## src/rtl/mlp_pkg.sv

```systemverilog
// Shared definitions for the serial MLP inference controller.
//   - default geometry (W, N, P, SETTLE) and the hidden raw-score width HRAW_W
//   - sequencer state enum
//   - sext: sign-extend a default-width weight/bias to HRAW_W
package mlp_pkg;

    parameter int unsigned W_DEF      = 8;
    parameter int unsigned N_DEF      = 8;
    parameter int unsigned P_DEF      = 9;
    parameter int unsigned SETTLE_DEF = 2;
    parameter int unsigned HRAW_W     = W_DEF + 5;

    typedef enum logic [1:0] {
        StIdle,
        StAcc,
        StWait,
        StOut
    } state_e;

    function automatic logic [HRAW_W-1:0] sext(input logic [W_DEF-1:0] v);
        return {{(HRAW_W - W_DEF){v[W_DEF-1]}}, v};
    endfunction

endpackage

```

## src/rtl/mlp_serial_mac.sv

```systemverilog
// Serial multiply-free accumulator for the hidden layer.
// One (n,p) term per cycle while step is high; binary pixels turn the product
// into a select. On the last pixel of a neuron the finished sum is presented
// on wr_data with wr_en, and the accumulator is reloaded with the next bias.
// Ports:
//   clk, rst        clock, async active-high reset
//   load_first      load bias of neuron 0 (accept cycle)
//   step            accumulate term (n,p) this cycle
//   pix, n, p       captured pixels and current indices
//   w_h_bus,b_h_bus live hidden weights / biases
//   wr_en, wr_data  lane write strobe and value for neuron n
module mlp_serial_mac
    import mlp_pkg::*;
#(
    parameter int unsigned W  = W_DEF,
    parameter int unsigned N  = N_DEF,
    parameter int unsigned P  = P_DEF,
    parameter int unsigned NW = 3,
    parameter int unsigned PW = 4
) (
    input  logic             clk,
    input  logic             rst,
    input  logic             load_first,
    input  logic             step,
    input  logic [P-1:0]     pix,
    input  logic [NW-1:0]    n,
    input  logic [PW-1:0]    p,
    input  logic [N*P*W-1:0] w_h_bus,
    input  logic [N*W-1:0]   b_h_bus,
    output logic             wr_en,
    output logic [W+4:0]     wr_data
);

    localparam int unsigned HW = W + 5;

    localparam logic [PW-1:0] PLast = PW'(P - 1);
    localparam logic [NW-1:0] NLast = NW'(N - 1);

    logic [HW-1:0] acc_q, acc_d;
    logic [HW-1:0] term, sum;
    logic [W-1:0]  w_sel, b_first, b_next;
    logic          last_p, last_n;
    int            nxt;

    always_comb begin
        last_p  = (p == PLast);
        last_n  = (n == NLast);
        w_sel   = w_h_bus[(int'(n) * P + int'(p)) * W +: W];
        term    = pix[p] ? {{(HW - W){w_sel[W-1]}}, w_sel} : '0;
        sum     = acc_q + term;
        // Next-bias lane is don't-care after the last neuron; keep the index in range.
        nxt     = last_n ? 0 : int'(n) + 1;
        b_first = b_h_bus[W-1:0];
        b_next  = b_h_bus[nxt * W +: W];

        acc_d = acc_q;
        if (load_first) begin
            acc_d = {{(HW - W){b_first[W-1]}}, b_first};
        end else if (step) begin
            acc_d = last_p ? {{(HW - W){b_next[W-1]}}, b_next} : sum;
        end

        wr_en   = step & last_p;
        wr_data = sum;
    end

    always_ff @(posedge clk or posedge rst) begin
        if (rst) begin
            acc_q <= '0;
        end else begin
            acc_q <= acc_d;
        end
    end

endmodule

```

## src/rtl/mlp_infer_ctrl.sv

```systemverilog
// Sequencer for one O/X inference through the two-layer MLP.
// Accepts a 3x3 binary pixel vector, computes N hidden raw scores serially via
// mlp_serial_mac, drives them on h_raw_bus, waits SETTLE+1 edges for the
// output-score stage, then returns the sampled y_score and its class bit.
// Ports:
//   clk, rst                 clock, async active-high reset
//   in_valid/in_ready/in_pix pixel vector handshake
//   w_h_bus, b_h_bus         hidden weights / biases (held by source)
//   h_raw_bus                hidden raw scores to output stage
//   y_score                  score from output stage
//   out_valid/out_ready      result handshake; out_score, out_class
//   busy                     not idle
module mlp_infer_ctrl
    import mlp_pkg::*;
#(
    parameter int unsigned W      = W_DEF,
    parameter int unsigned N      = N_DEF,
    parameter int unsigned P      = P_DEF,
    parameter int unsigned SETTLE = SETTLE_DEF
) (
    input  logic                 clk,
    input  logic                 rst,
    input  logic                 in_valid,
    output logic                 in_ready,
    input  logic [P-1:0]         in_pix,
    input  logic [N*P*W-1:0]     w_h_bus,
    input  logic [N*W-1:0]       b_h_bus,
    output logic [N*(W+5)-1:0]   h_raw_bus,
    input  logic [W+4:0]         y_score,
    output logic                 out_valid,
    input  logic                 out_ready,
    output logic [W+4:0]         out_score,
    output logic                 out_class,
    output logic                 busy
);

    localparam int unsigned HW = W + 5;
    localparam int unsigned NW = (N > 1) ? $clog2(N) : 1;
    localparam int unsigned PW = (P > 1) ? $clog2(P) : 1;
    localparam int unsigned CW = (SETTLE > 0) ? $clog2(SETTLE + 1) : 1;

    localparam logic [PW-1:0] PLast = PW'(P - 1);
    localparam logic [NW-1:0] NLast = NW'(N - 1);
    localparam logic [CW-1:0] CLast = CW'(SETTLE);

    state_e          state_q, state_d;
    logic [NW-1:0]   n_q, n_d;
    logic [PW-1:0]   p_q, p_d;
    logic [CW-1:0]   cnt_q, cnt_d;
    logic [P-1:0]    pix_q, pix_d;
    logic [N*HW-1:0] h_raw_q;
    logic [HW-1:0]   score_q, score_d;
    logic            class_q, class_d;
    logic            load_first, step;
    logic            wr_en;
    logic [HW-1:0]   wr_data;

    mlp_serial_mac #(
        .W  (W),
        .N  (N),
        .P  (P),
        .NW (NW),
        .PW (PW)
    ) u_mac (
        .clk        (clk),
        .rst        (rst),
        .load_first (load_first),
        .step       (step),
        .pix        (pix_q),
        .n          (n_q),
        .p          (p_q),
        .w_h_bus    (w_h_bus),
        .b_h_bus    (b_h_bus),
        .wr_en      (wr_en),
        .wr_data    (wr_data)
    );

    always_comb begin
        state_d    = state_q;
        n_d        = n_q;
        p_d        = p_q;
        cnt_d      = cnt_q;
        pix_d      = pix_q;
        score_d    = score_q;
        class_d    = class_q;
        load_first = 1'b0;
        step       = 1'b0;

        unique case (state_q)
            StIdle: begin
                if (in_valid) begin
                    load_first = 1'b1;
                    pix_d      = in_pix;
                    n_d        = '0;
                    p_d        = '0;
                    state_d    = StAcc;
                end
            end
            StAcc: begin
                step = 1'b1;
                if (p_q == PLast) begin
                    p_d = '0;
                    if (n_q == NLast) begin
                        n_d     = '0;
                        cnt_d   = '0;
                        state_d = StWait;
                    end else begin
                        n_d = n_q + 1'b1;
                    end
                end else begin
                    p_d = p_q + 1'b1;
                end
            end
            StWait: begin
                if (cnt_q == CLast) begin
                    score_d = y_score;
                    // Signed y_score > 0: non-negative and non-zero.
                    class_d = ~y_score[HW-1] & (|y_score);
                    state_d = StOut;
                end else begin
                    cnt_d = cnt_q + 1'b1;
                end
            end
            StOut: begin
                if (out_ready) begin
                    state_d = StIdle;
                end
            end
            default: state_d = StIdle;
        endcase
    end

    always_ff @(posedge clk or posedge rst) begin
        if (rst) begin
            state_q <= StIdle;
            n_q     <= '0;
            p_q     <= '0;
            cnt_q   <= '0;
            pix_q   <= '0;
            h_raw_q <= '0;
            score_q <= '0;
            class_q <= 1'b0;
        end else begin
            state_q <= state_d;
            n_q     <= n_d;
            p_q     <= p_d;
            cnt_q   <= cnt_d;
            pix_q   <= pix_d;
            score_q <= score_d;
            class_q <= class_d;
            if (wr_en) begin
                h_raw_q[int'(n_q) * HW +: HW] <= wr_data;
            end
        end
    end

    assign in_ready  = (state_q == StIdle);
    assign busy      = (state_q != StIdle);
    assign out_valid = (state_q == StOut);
    assign out_score = score_q;
    assign out_class = class_q;
    assign h_raw_bus = h_raw_q;

endmodule

```

## config.mk

```make
export PLATFORM = sky130hd
export DESIGN_NAME = mlp_infer_ctrl
export DESIGN_NICKNAME = d
export VERILOG_FILES = /design/src/rtl/mlp_pkg.sv /design/src/rtl/mlp_serial_mac.sv /design/src/rtl/mlp_infer_ctrl.sv
export SDC_FILE = /design/constraint.sdc
export NUM_CORES = 1
export LEC_CHECK = 0
export ABC_AREA = 1
export BUFFER_PORTS_ARGS = -buffer_cell sky130_fd_sc_hd__buf_2
export CORE_AREA = 8 8 304 306
export DETAILED_ROUTE_END_ITERATION = 8
export DIE_AREA = 0 0 312 314
export SLEW_MARGIN = 0
export SYNTH_ARGS = -nofsm -noshare
export SYNTH_HDL_FRONTEND = slang
export SYNTH_SLANG_ARGS = --single-unit
```

## constraint.sdc

```tcl
create_clock -name clk -period 8.2 [get_ports clk]
set_input_delay 0.41 -clock clk [delete_from_list [all_inputs] [get_ports clk]]
set_output_delay 0.41 -clock clk [all_outputs]
set_load 0.005 [all_outputs]
```

==> impl_metrics.csv <==
group,metric,value,unit
clock_tree,clkTransAtPathRegs,0.07,ns
yosys,ys_types,49,
yosys,synth_top_area_cell,"dfrtp_1",
global_routing,grt_pass1_vias,17300,
finish,nNetsFinal,3370,
clock_tree,cts-resized-gates,0,
drt,vias_per_cell,4.59,
status,outcome,"completed",
setup_path,worst-setup-path-type,"register to register",
clock_tree,cts_sinks,151,
placed_design,gp_congestion,0.928,
setup_path,timing.rr.end,"u_mac.acc_q[8]",
drt,post_drt_wl_per_cell,24.2,um
pwr,power,0.00616,W
sta,hold_viol,0,
sta,tightestPinTransition,1.17,ns
sta,max_slew_margin,22.2,%
floorplanning,start_util,14.6,%
setup_path,crit_path_start_kind,"register",
min_path,hp-class,"input port to asynchronous set/reset pin",
sta,drv_slew,0,
sta,finalSetupTns,0,ns
yosys,ys_seq_elements,151,
sta,finalClockSkew,0.0121,ns
clock_tree,cts_hold_buf,0,
floorplanning,dieArea,0.0980,mm^2
floorplanning,rows,109,
floorplanning,io_pins,787,
sta,rsz0062_at_grt,"false",
drt,wl,93.4,mm
floorplanning,die_h,314,um
yosys,syn_avg_cell_area,6.45,um^2
sta,setup_violations,0,
drt,postRouteAntennaNets,0,
pwr,ir_drop,0.161,mV
yosys,ys_seq_area_share,29.5,%
setup_path,critPathMaxFanout,73,
placed_design,place_area,0.0179,mm^2
clock_tree,postCtsSetupBuffers,0,
global_routing,globalRouteMet2Util,30.6,%
yosys,synth.area.mux_share,0.937,%
drt,drcViolationCount,0,
drt,drtIter0Drc,1725,
sta,final.period_utilization,82.6,%
yosys,ys_warn_count,0,
drt,detail_route.first_pass.iterations,6,
run,maxCapViolCount,0,
sta,finalCriticalPeriod,6.77,ns
global_routing,antenna_found_initial,50,
setup_path,required,8.51,ns
placed_design,hpwl,76.0,mm
setup_path,r2r_cells,23,
clock_tree,root_buffer,"clkbuf_16",
global_routing,gr-usage-met1,22.7,%
yosys,synth_top_family_by_area,"compound AO/OA/AOI/OAI gates",
sta,fmax,148,MHz
yosys,synth_compound_area_share,29.1,%
yosys,ys.flop_type,"dfrtp_1",
finish,drive_gt1_share,32.9,%
finish,syn_to_final_growth,45.1,%
clock_tree,cts_buffer_depth,2,
clock_tree,clk_latency,0.44,ns
placed_design,numPortBuffers,786,
setup_path,rrSetupSlack,1.43,ns
yosys,synthesis.area,0.0128,mm^2
yosys,synth_edf_count,0,
global_routing,grtUsageMet3,4.27,%
yosys,ys_top_cells_by_area,"dfrtp_1 29%, nand2_1 18%, a21oi_1 11%, o21ai_0 5.0%, nand3_1 4.5%",
clock_tree,cts_tree,"done",
setup_path,timing.rr.start,"n_q[1]",
clock_tree,cts_made_buffers,17,
setup_path,arrival,7.08,ns
yosys,async_reset_ff_share,100,%
clock_tree,htreeDepth,4,
global_routing,grt_max_degree,151,
yosys,syn_inst,1989,
yosys,synthAdderAreaFrac,3.04,%
floorplanning,fp.dieW,312,um
yosys,synth_xor_area_share,0.537,%
drt,vias,17700,
yosys,yosys.area_share.simple,29.0,%
pwr,p_leak,8.98,nW
pwr,cellPowerDensity,331,mW/mm^2
yosys,synth.top_cell.area_share,29.5,%
finish,design_area,0.0186,mm^2
sta,holdWs,0.101,ns
setup_path,cp-end-kind,"register",
floorplanning,design.core.area,0.0876,mm^2
global_routing,track_usage,17.8,%
global_routing,grt_pass1_wl,129,mm
global_routing,grt_overflow,0,
global_routing,busiest_layer,"met2",
yosys,syn_nets,2685,
synthesized netlist by cell type, types with 3 or more instances:
cell type	n
buf_4	4
inv_1	96
o22ai_1	8
nand2_2	3
o221ai_1	23
clkinv_1	6
buf_1	24
nor2_1	121
or2_2	4
ha_1	28
nor2_2	4
o21ai_0	129
buf_2	10
a221oi_1	63
a41oi_1	7
a32o_1	22
a31oi_1	18
o21ai_1	10
dfrtp_1	151
mux2i_1	12
nand4_1	3
nand3_2	3
clkbuf_1	114
o211ai_1	20
a21oi_1	270
o311ai_0	11
xor2_1	6
nand2_1	623
nor4_1	3
nor3_1	27
nand3_1	116
inv_2	5
a22oi_1	24
where the power goes:
part	switching (W)	total [W]	internal, W
Combinational	0.00312	0.00440	0.00128
Clock	0.000390	0.000832	0.000442
Sequential	0.0000747	0.000924	0.000849
Total	0.00358	0.00616	0.00257
state kept, by name, summed over array words and instances (netlist names):
signal       flops
cnt_q            2
h_raw_bus      104
n_q              3
out_class        1
out_score       13
p_q              4
pix_q            9
state_q          2
u_mac.acc_q     13
cells in the final DEF (no fill, tap or decap), types with 7 or more instances in the layout:
master     netlist  routed
buf_2           10     787
nand2_1        623     623
a21oi_1        270     270
dfrtp_1        151     151
o21ai_0        129     129
nor2_1         121     119
nand3_1        116     116
inv_1           96      94
a221oi_1        63      63
buf_4            4      30
nor3_1          27      27
ha_1            28      26
a22oi_1         24      24
o221ai_1        23      23
a32o_1          22      22
o211ai_1        20      20
a31oi_1         18      18
clkbuf_16        0      17
diode_2          0      15
mux2i_1         12      12
o21ai_1         10      10
o311ai_0        11       9
o22ai_1          8       8
a41oi_1          7       7
worst max-delay path, stage by stage (launching register included):
cell and delay, ns:
dfrtp_1 0.46, ha_1 0.36, ha_4 0.18, fa_4 0.91
inv_4 0.72, buf_4 0.35, a21oi_1 0.08, a221oi_1 0.73
o311ai_0 0.21, buf_4 0.18, a31oi_1 0.31, nor3_1 0.15
ha_1 0.37, a21oi_1 0.15, o21ai_0 0.12, nand2_1 0.10
nand2_1 0.07, o21ai_1 0.27, inv_1 0.08, nand2_1 0.06
and2_0 0.38, o21ai_0 0.13, a21oi_1 0.15, a21oi_1 0.05
layer usage:
metal / vias up / share of wire, %
met5: - / 0.096
met4: 14 / 2.0
met3: 120 / 7.3
met2: 838 / 48
met1: 8481 / 43
li1: 8291 / -
logic make-up (layout without fill, tap and decap cells):
| family | after synthesis | in the layout |
|---|---|---|
| compound gates | 612 | 612 |
| xor+xnor | 7 | 7 |
| fa+ha+maj | 30 | 30 |
| buf+inv | 262 | 960 |
| flops | 151 | 151 |
| mux | 12 | 12 |
| other cells | 0 | 15 |
| simple gates | 915 | 915 |
worst max path at each step:
stage	slack, ns	start	to
2_1_floorplan	3.09	n_q[1]	h_raw_bus[10]
3_3_place_gp	1.42	n_q[1]	u_mac.acc_q[8]
3_5_place_dp	1.36	n_q[1]	u_mac.acc_q[9]
4_1_cts	1.34	n_q[1]	u_mac.acc_q[9]
5_1_grt	1.01	n_q[1]	h_raw_bus[77]
6_report	1.43	n_q[1]	u_mac.acc_q[8]
through the flow:
stage | cells | utilization, % | setup WS (ns)
floorplan | 1989 | - | 3.09
global placement | 3819 | 20.5 | 1.42
detailed placement | 3820 | 20.5 | 1.36
CTS | 3852 | 21.2 | 1.34
global route | 3857 | 21.2 | 1.01
finish | 3867 | 21.3 | 1.43
area by class of cell:
class	instances	area [um^2]
multi-input cells	1576	8080
clock buffers	17	425
clock inverters	15	195
repair buffers	819	4200
fillers	10100	68900
well taps	1165	1460
inverters	109	434
flip-flops and latches	151	3780
diodes	15	37.5
(Power assumes the default switching activity.)
